==> config.mk <==
export PLATFORM = sky130hd
export DESIGN_NAME = parity_sched
export DESIGN_NICKNAME = d
export VERILOG_FILES = /design/src/rtl/parity_pkg.sv /design/src/rtl/parity9_tree.sv /design/src/rtl/parity_sched.sv
export SDC_FILE = /design/constraint.sdc
export NUM_CORES = 1
export LEC_CHECK = 0
export BUFFER_PORTS_ARGS = -buffer_cell sky130_fd_sc_hd__buf_2
export CAP_MARGIN = 20
export CORE_AREA = 2 2 90 101
export DETAILED_ROUTE_END_ITERATION = 16
export DIE_AREA = 0 0 92 103
export PLACE_DENSITY = 0.85
export RECOVER_POWER = 25
export SETUP_SLACK_MARGIN = 0.2
export SYNTH_ARGS = -nofsm -noshare
export SYNTH_HDL_FRONTEND = slang
export SYNTH_SLANG_ARGS = --single-unit
export TNS_END_PERCENT = 20
==> constraint.sdc <==
create_clock -name clk -period 3.77 [get_ports clk]
set_clock_uncertainty 0.05 [all_clocks]
set_input_delay 0.5655 -clock clk [delete_from_list [all_inputs] [get_ports clk]]
set_output_delay 0.5655 -clock clk [all_outputs]
set_load 0.02 [all_outputs]
==> src/rtl/parity_pkg.sv <==
// parity_pkg: shared types and constants for the parity sequencer
package parity_pkg;
  typedef enum logic [1:0] {IDLE, RUN, DONE_G, DONE_C} state_t;
  typedef enum logic {GEN = 1'b0, CHK = 1'b1} owner_t;
  localparam logic ODD_PARITY = 1'b1;
  function automatic int nb_of(input int width);
    return width / 8;
  endfunction
endpackage

==> src/rtl/parity9_tree.sv <==
// parity9_tree: combinational 9-input parity tree
//   in_i   : eight data bits plus the running parity bit
//   even_o : high when in_i holds an even number of ones
//   odd_o  : high when in_i holds an odd number of ones
module parity9_tree (
  input  logic [8:0] in_i,
  output logic       even_o,
  output logic       odd_o
);
  assign odd_o  = ^in_i;
  assign even_o = ~odd_o;
endmodule

==> src/rtl/parity_sched.sv <==
// parity_sched: round-robin shared parity generator/checker, one byte per clock
//   gen_req/gen_data -> gen_ack/gen_par : odd-parity generation
//   chk_req/chk_data/chk_par/chk_addr -> chk_ack/chk_err : parity check
//   err_latched/err_addr/err_cnt : sticky error status, cleared by err_clr
module parity_sched
  import parity_pkg::*;
#(
  parameter int WIDTH  = 32,
  parameter int ADDR_W = 22
) (
  input  logic              clk,
  input  logic              reset,
  input  logic              gen_req,
  input  logic [WIDTH-1:0]  gen_data,
  output logic              gen_ack,
  output logic              gen_par,
  input  logic              chk_req,
  input  logic [WIDTH-1:0]  chk_data,
  input  logic              chk_par,
  input  logic [ADDR_W-1:0] chk_addr,
  output logic              chk_ack,
  output logic              chk_err,
  output logic              err_latched,
  output logic [ADDR_W-1:0] err_addr,
  output logic [7:0]        err_cnt,
  input  logic              err_clr
);
  localparam int NB = nb_of(WIDTH);
  localparam int IW = (NB > 1) ? $clog2(NB) : 1;
  state_t            state_q;
  owner_t            owner_q, last_q;
  logic [WIDTH-1:0]  sr_q;
  logic [IW-1:0]     idx_q;
  logic              acc_q, acc_d, even_unused;
  logic [ADDR_W-1:0] addr_q;
  logic              gen_ack_q, gen_par_q, chk_ack_q, chk_err_q, err_latched_q;
  logic [ADDR_W-1:0] err_addr_q;
  logic [7:0]        err_cnt_q;
  logic              take_chk;
  // check wins when it is alone or when generate was served last
  assign take_chk = chk_req & (~gen_req | (last_q == GEN));
  parity9_tree u_tree (
    .in_i   ({sr_q[7:0], acc_q}),
    .even_o (even_unused),
    .odd_o  (acc_d)
  );
  always_ff @(posedge clk or posedge reset) begin
    if (reset) begin
      state_q       <= IDLE;
      owner_q       <= GEN;
      last_q        <= CHK;
      sr_q          <= '0;
      idx_q         <= '0;
      acc_q         <= 1'b0;
      addr_q        <= '0;
      gen_ack_q     <= 1'b0;
      gen_par_q     <= 1'b0;
      chk_ack_q     <= 1'b0;
      chk_err_q     <= 1'b0;
      err_latched_q <= 1'b0;
      err_addr_q    <= '0;
      err_cnt_q     <= '0;
    end else begin
      gen_ack_q <= 1'b0;
      chk_ack_q <= 1'b0;
      if (err_clr) begin
        err_latched_q <= 1'b0;
        err_addr_q    <= '0;
        err_cnt_q     <= '0;
      end
      case (state_q)
        IDLE: if (gen_req | chk_req) begin
          sr_q    <= take_chk ? chk_data : gen_data;
          acc_q   <= take_chk & chk_par;
          idx_q   <= '0;
          owner_q <= take_chk ? CHK : GEN;
          last_q  <= take_chk ? CHK : GEN;
          if (take_chk) addr_q <= chk_addr;
          state_q <= RUN;
        end
        RUN: begin
          sr_q  <= sr_q >> 8;
          acc_q <= acc_d;
          idx_q <= idx_q + 1'b1;
          if (idx_q == IW'(NB - 1)) state_q <= (owner_q == CHK) ? DONE_C : DONE_G;
        end
        DONE_G: begin
          gen_ack_q <= 1'b1;
          gen_par_q <= acc_q ^ ODD_PARITY;
          state_q   <= IDLE;
        end
        DONE_C: begin
          chk_ack_q <= 1'b1;
          chk_err_q <= acc_q ^ ODD_PARITY;
          // these assignments follow the clear above, so an error in the clear cycle re-arms the latch
          if (acc_q != ODD_PARITY) begin
            err_latched_q <= 1'b1;
            if (!err_latched_q || err_clr) err_addr_q <= addr_q;
            err_cnt_q <= err_clr ? 8'd1 : (err_cnt_q == 8'hFF) ? 8'hFF : err_cnt_q + 8'd1;
          end
          state_q <= IDLE;
        end
        default: state_q <= IDLE;
      endcase
    end
  end
  assign gen_ack     = gen_ack_q;
  assign gen_par     = gen_par_q;
  assign chk_ack     = chk_ack_q;
  assign chk_err     = chk_err_q;
  assign err_latched = err_latched_q;
  assign err_addr    = err_addr_q;
  assign err_cnt     = err_cnt_q;
endmodule

==> impl_results.rst <==
.. list-table::
   :header-rows: 1

   * - Metric
     - Value
   * - Antenna-violating nets left
     - 0
   * - Cell at the root of the clock tree
     - sky130_fd_sc_hd__clkbuf_8
   * - Number of instances resized during post-cts repair
     - 0
   * - Initial Util
     - roughly half
   * - Max H-tree Level
     - 3
   * - Max-Cap Viols
     - 1
   * - Commonest non-fill, non-tap cells in the layout
     - 125 x sky130_fd_sc_hd__buf_2, 107 x sky130_fd_sc_hd__nand2_1, 95 x sky130_fd_sc_hd__dfrtp_1, 28 x sky130_fd_sc_hd__a21oi_1, 24 x sky130_fd_sc_hd__a221o_1
   * - Clock-pin slew of the registers on the worst-case setup and hold paths
     - 0.10 ns
   * - Synth unique cells
     - between 40 and 50
   * - Layout area overhead
     - 20.5%
   * - Cell breakdown of the critical path
     - clkbuf_1, clkinvlp_2, buf_4
   * - Upper clock frequency limit
     - 455 MHz
   * - Vias per Instance
     - ~5.4
   * - Drt wl/cell
     - ~15 um
   * - Via count of the routed design
     - 3514
   * - Die width
     - about 92 um
   * - Area of the mapped netlist
     - 4330 um2
   * - Number of antenna violations at the first check in global routing
     - 0
   * - Pin count of the biggest net entering global routing
     - 62
   * - Yosys reg bits
     - between 90 and 100
   * - Hold WC Path Type
     - input port to flip-flop
   * - Worst Reg2Reg Path Length in Cells
     - 3
   * - Worst-path maximum fanout
     - 61
   * - Number of buffers added to fix hold violations after cts
     - 0
   * - Worst endpoint required time
     - 4.24 ns
   * - Total number of yosys warnings
     - 0
   * - Time the worst path needs with I/O delays and setup
     - 2.20 ns
   * - Largest voltage drop on the vdd net
     - around 0.50 mV
   * - Post-CTS Repair Setup Buffers
     - 0
   * - Relative max-transition margin
     - -77.5%
   * - Crit end category
     - async pin
   * - Setup violators final
     - 0
   * - Worst hold slack
     - 0.372 ns
   * - Fraction of layout cells with a size suffix above 1
     - 29.6%
   * - Min setup slack post-route
     - 1.57 ns
   * - Setup Crit Path Kind
     - input port to async pin
   * - Total overflow reported by the global router
     - 0
   * - Number of design-rule violations left by the first detailed-router iteration
     - 133
   * - Placer's final routability congestion estimate
     - 0.859
   * - GRT Total Usage
     - 21.0%
   * - Pleak
     - 0.00267 uW
   * - Num rows
     - 36
   * - PwrDens
     - 697 nW/um2
   * - Number of global-route vias before repair
     - 3400
   * - Average instance area after synthesis
     - around 10 um2
   * - Total die area
     - 9480 um2
   * - Top-level port count
     - around 130
   * - Detailed-routing iteration count for the pre-antenna-repair pass
     - 4
   * - Share of async-settable or async-resettable flops after synthesis
     - 100%
   * - Worst Tran Pin Value
     - 2.65 ns
   * - Port bufs
     - 126
   * - Nets in the synthesized netlist
     - between 500 and 600
   * - Total number of clock tree sinks
     - 96
   * - Layout Cells excl Fill
     - about 650
   * - Wire length of the first global-routing pass
     - 16000 um
   * - Max Root-Sink Buffers
     - 2
   * - Most frequently used flop master after synthesis
     - sky130_fd_sc_hd__dfrtp_1
   * - Post-synthesis instance total
     - 413
   * - Number of clock buffers inserted by TritonCTS
     - 9
   * - Clock latency reported for the late side of the worst-skew pair
     - around 0.35 ns
   * - Startpoint types
     - input port
   * - Final max-slew violation count
     - 62
   * - Placement Setup Slack
     - 1.65 ns
   * - Leading cell type in the layout, fill and taps excluded
     - sky130_fd_sc_hd__buf_2
   * - DR DRC count
     - 0
   * - CP arrival
     - ~2.7 ns
   * - Setup TNS after final layout
     - 0 ns
   * - Detailed placer's ending HPWL
     - 6860 um
   * - Violations in the final reports
     - max-capacitance violations, max-slew violations
   * - Sequential-to-total area share from yosys stat
     - 55.6%
   * - Die outline height
     - 103 um
   * - Unrepaired setup endpoints after global routing
     - no
   * - EDFF count, synth
     - 0
   * - Worst hold path depth
     - 2
   * - Run status
     - complete, but fails checks
   * - Largest stage delay on the critical path
     - 1.48 ns
   * - Period utilisation layout
     - about 58%
   * - Antenna diode count
     - 0
   * - TritonCTS clock tree
     - yes
   * - Final hold viol count
     - 0
   * - Final routed wirelength across all metal layers
     - 9580 um
   * - Layout Nets
     - 623
   * - Floorplan Core Area
     - around 8600 um2
   * - Post-placement cell count
     - ~630
   * - CP max-delay cell
     - sky130_fd_sc_hd__clkinvlp_2
## report_power, final
part,leakage (uW),switching (uW),internal [uW]
Sequential,0.00123,269,1420
Clock,0.0000973,348,311
Combinational,0.00134,686,597
## final cells by class
cell class / count / area, um2
multi-input cells: 283 / 1770
clock buffers: 10 / 128
clock inverters: 5 / 65.1
well taps: 114 / 143
inverters: 6 / 23.8
repair buffers: 133 / 682
flip-flops and latches: 96 / 2400
fillers: 735 / 3340
## cells in the mapped netlist, types with 2 or more instances
| master | instances | area, um2 |
|---|---|---|
| sky130_fd_sc_hd__clkbuf_1 | 11 | 41.3 |
| sky130_fd_sc_hd__nand2_1 | 107 | 402 |
| sky130_fd_sc_hd__and2_1 | 2 | 12.5 |
| sky130_fd_sc_hd__a211oi_1 | 2 | 15.0 |
| sky130_fd_sc_hd__xor2_1 | 2 | 17.5 |
| sky130_fd_sc_hd__ha_1 | 2 | 25.0 |
| sky130_fd_sc_hd__nor2b_1 | 3 | 18.8 |
| sky130_fd_sc_hd__nor2_1 | 9 | 33.8 |
| sky130_fd_sc_hd__dfrtp_1 | 95 | 2380 |
| sky130_fd_sc_hd__mux2_2 | 4 | 45.0 |
| sky130_fd_sc_hd__o21ai_0 | 11 | 55.1 |
| sky130_fd_sc_hd__a221o_1 | 24 | 240 |
| sky130_fd_sc_hd__nor3_1 | 5 | 25.0 |
| sky130_fd_sc_hd__buf_4 | 2 | 15.0 |
| sky130_fd_sc_hd__mux2_1 | 19 | 214 |
| sky130_fd_sc_hd__xnor2_1 | 4 | 35.0 |
| sky130_fd_sc_hd__inv_1 | 5 | 18.8 |
| sky130_fd_sc_hd__buf_1 | 3 | 11.3 |
| sky130_fd_sc_hd__a21oi_1 | 29 | 145 |
| sky130_fd_sc_hd__a221oi_1 | 2 | 17.5 |
| sky130_fd_sc_hd__mux2i_1 | 10 | 100 |
| sky130_fd_sc_hd__nand3_1 | 12 | 60.1 |
| sky130_fd_sc_hd__buf_6 | 2 | 22.5 |
| sky130_fd_sc_hd__buf_2 | 10 | 50.1 |
| sky130_fd_sc_hd__o211ai_1 | 22 | 165 |
## metal layers
layer | wire length, um | GRT usage [%] | share of wire [%] | vias up
met5 | 0 | 0 | 0 | -
met4 | 99 | 6.43 | 1.0 | 0
met3 | 628 | 3.00 | 6.6 | 13
met2 | 4690 | 36.0 | 49 | 149
met1 | 4160 | 28.3 | 43 | 1655
li1 | - | - | - | 1697
## flip-flops by register name, summed over array words and instances, names as in the netlist, 2 cells and up
signal    flops
addr_q       22
err_addr     22
err_cnt       8
idx_q         2
sr_q         32
state_q       2
## kinds of logic after synthesis
logic type / Yosys count / synth area share (%)
AND/OR/NAND/NOR: 144 / 13.9
buffers and inverters: 34 / 3.76
multiplexers: 33 / 8.30
AO/OA/AOI/OAI: 97 / 16.1
flip-flops: 96 / 55.6
XOR/XNOR: 7 / 1.74
adder cells (fa/ha/maj): 2 / 0.578
## stage by stage
step / power, uW / instance area [um2] / util, %
2_1_floorplan: 2690 / 4330 / -
3_3_place_gp: 2940 / 5020 / 58.7
3_5_place_dp: 3010 / 5020 / 58.7
4_1_cts: 3670 / 5220 / 61.0
5_1_grt: 3890 / 5210 / 60.9
6_report: 3630 / 5210 / 60.9
## critical path: cells and delay by family
family | cells | cell delay [ns]
buffers and inverters | 3 | 2.06
## final timing paths
| kind | start | end | slack, ns |
|---|---|---|---|
| hold / removal | chk_addr[10] | addr_q[10]$_DFFE_PP0P_ | 0.37 |
| min in group asynchronous | reset | sr_q[24]$_DFFE_PP0P_ | 0.88 |
| setup / recovery | reset | sr_q[14]$_DFFE_PP0P_ | 1.57 |
| hold reg to reg | addr_q[6]$_DFFE_PP0P_ | err_addr[6]$_DFF_PP0_ | 0.41 |
| max in group clk | err_latched$_DFF_PP0_ | err_latched | 1.60 |
| setup reg to reg | state_q[1]$_DFFE_PP0P_ | idx_q[0]$_DFFE_PP0P_ | 1.65 |
Note: power is estimated with default switching activity, not from simulation.
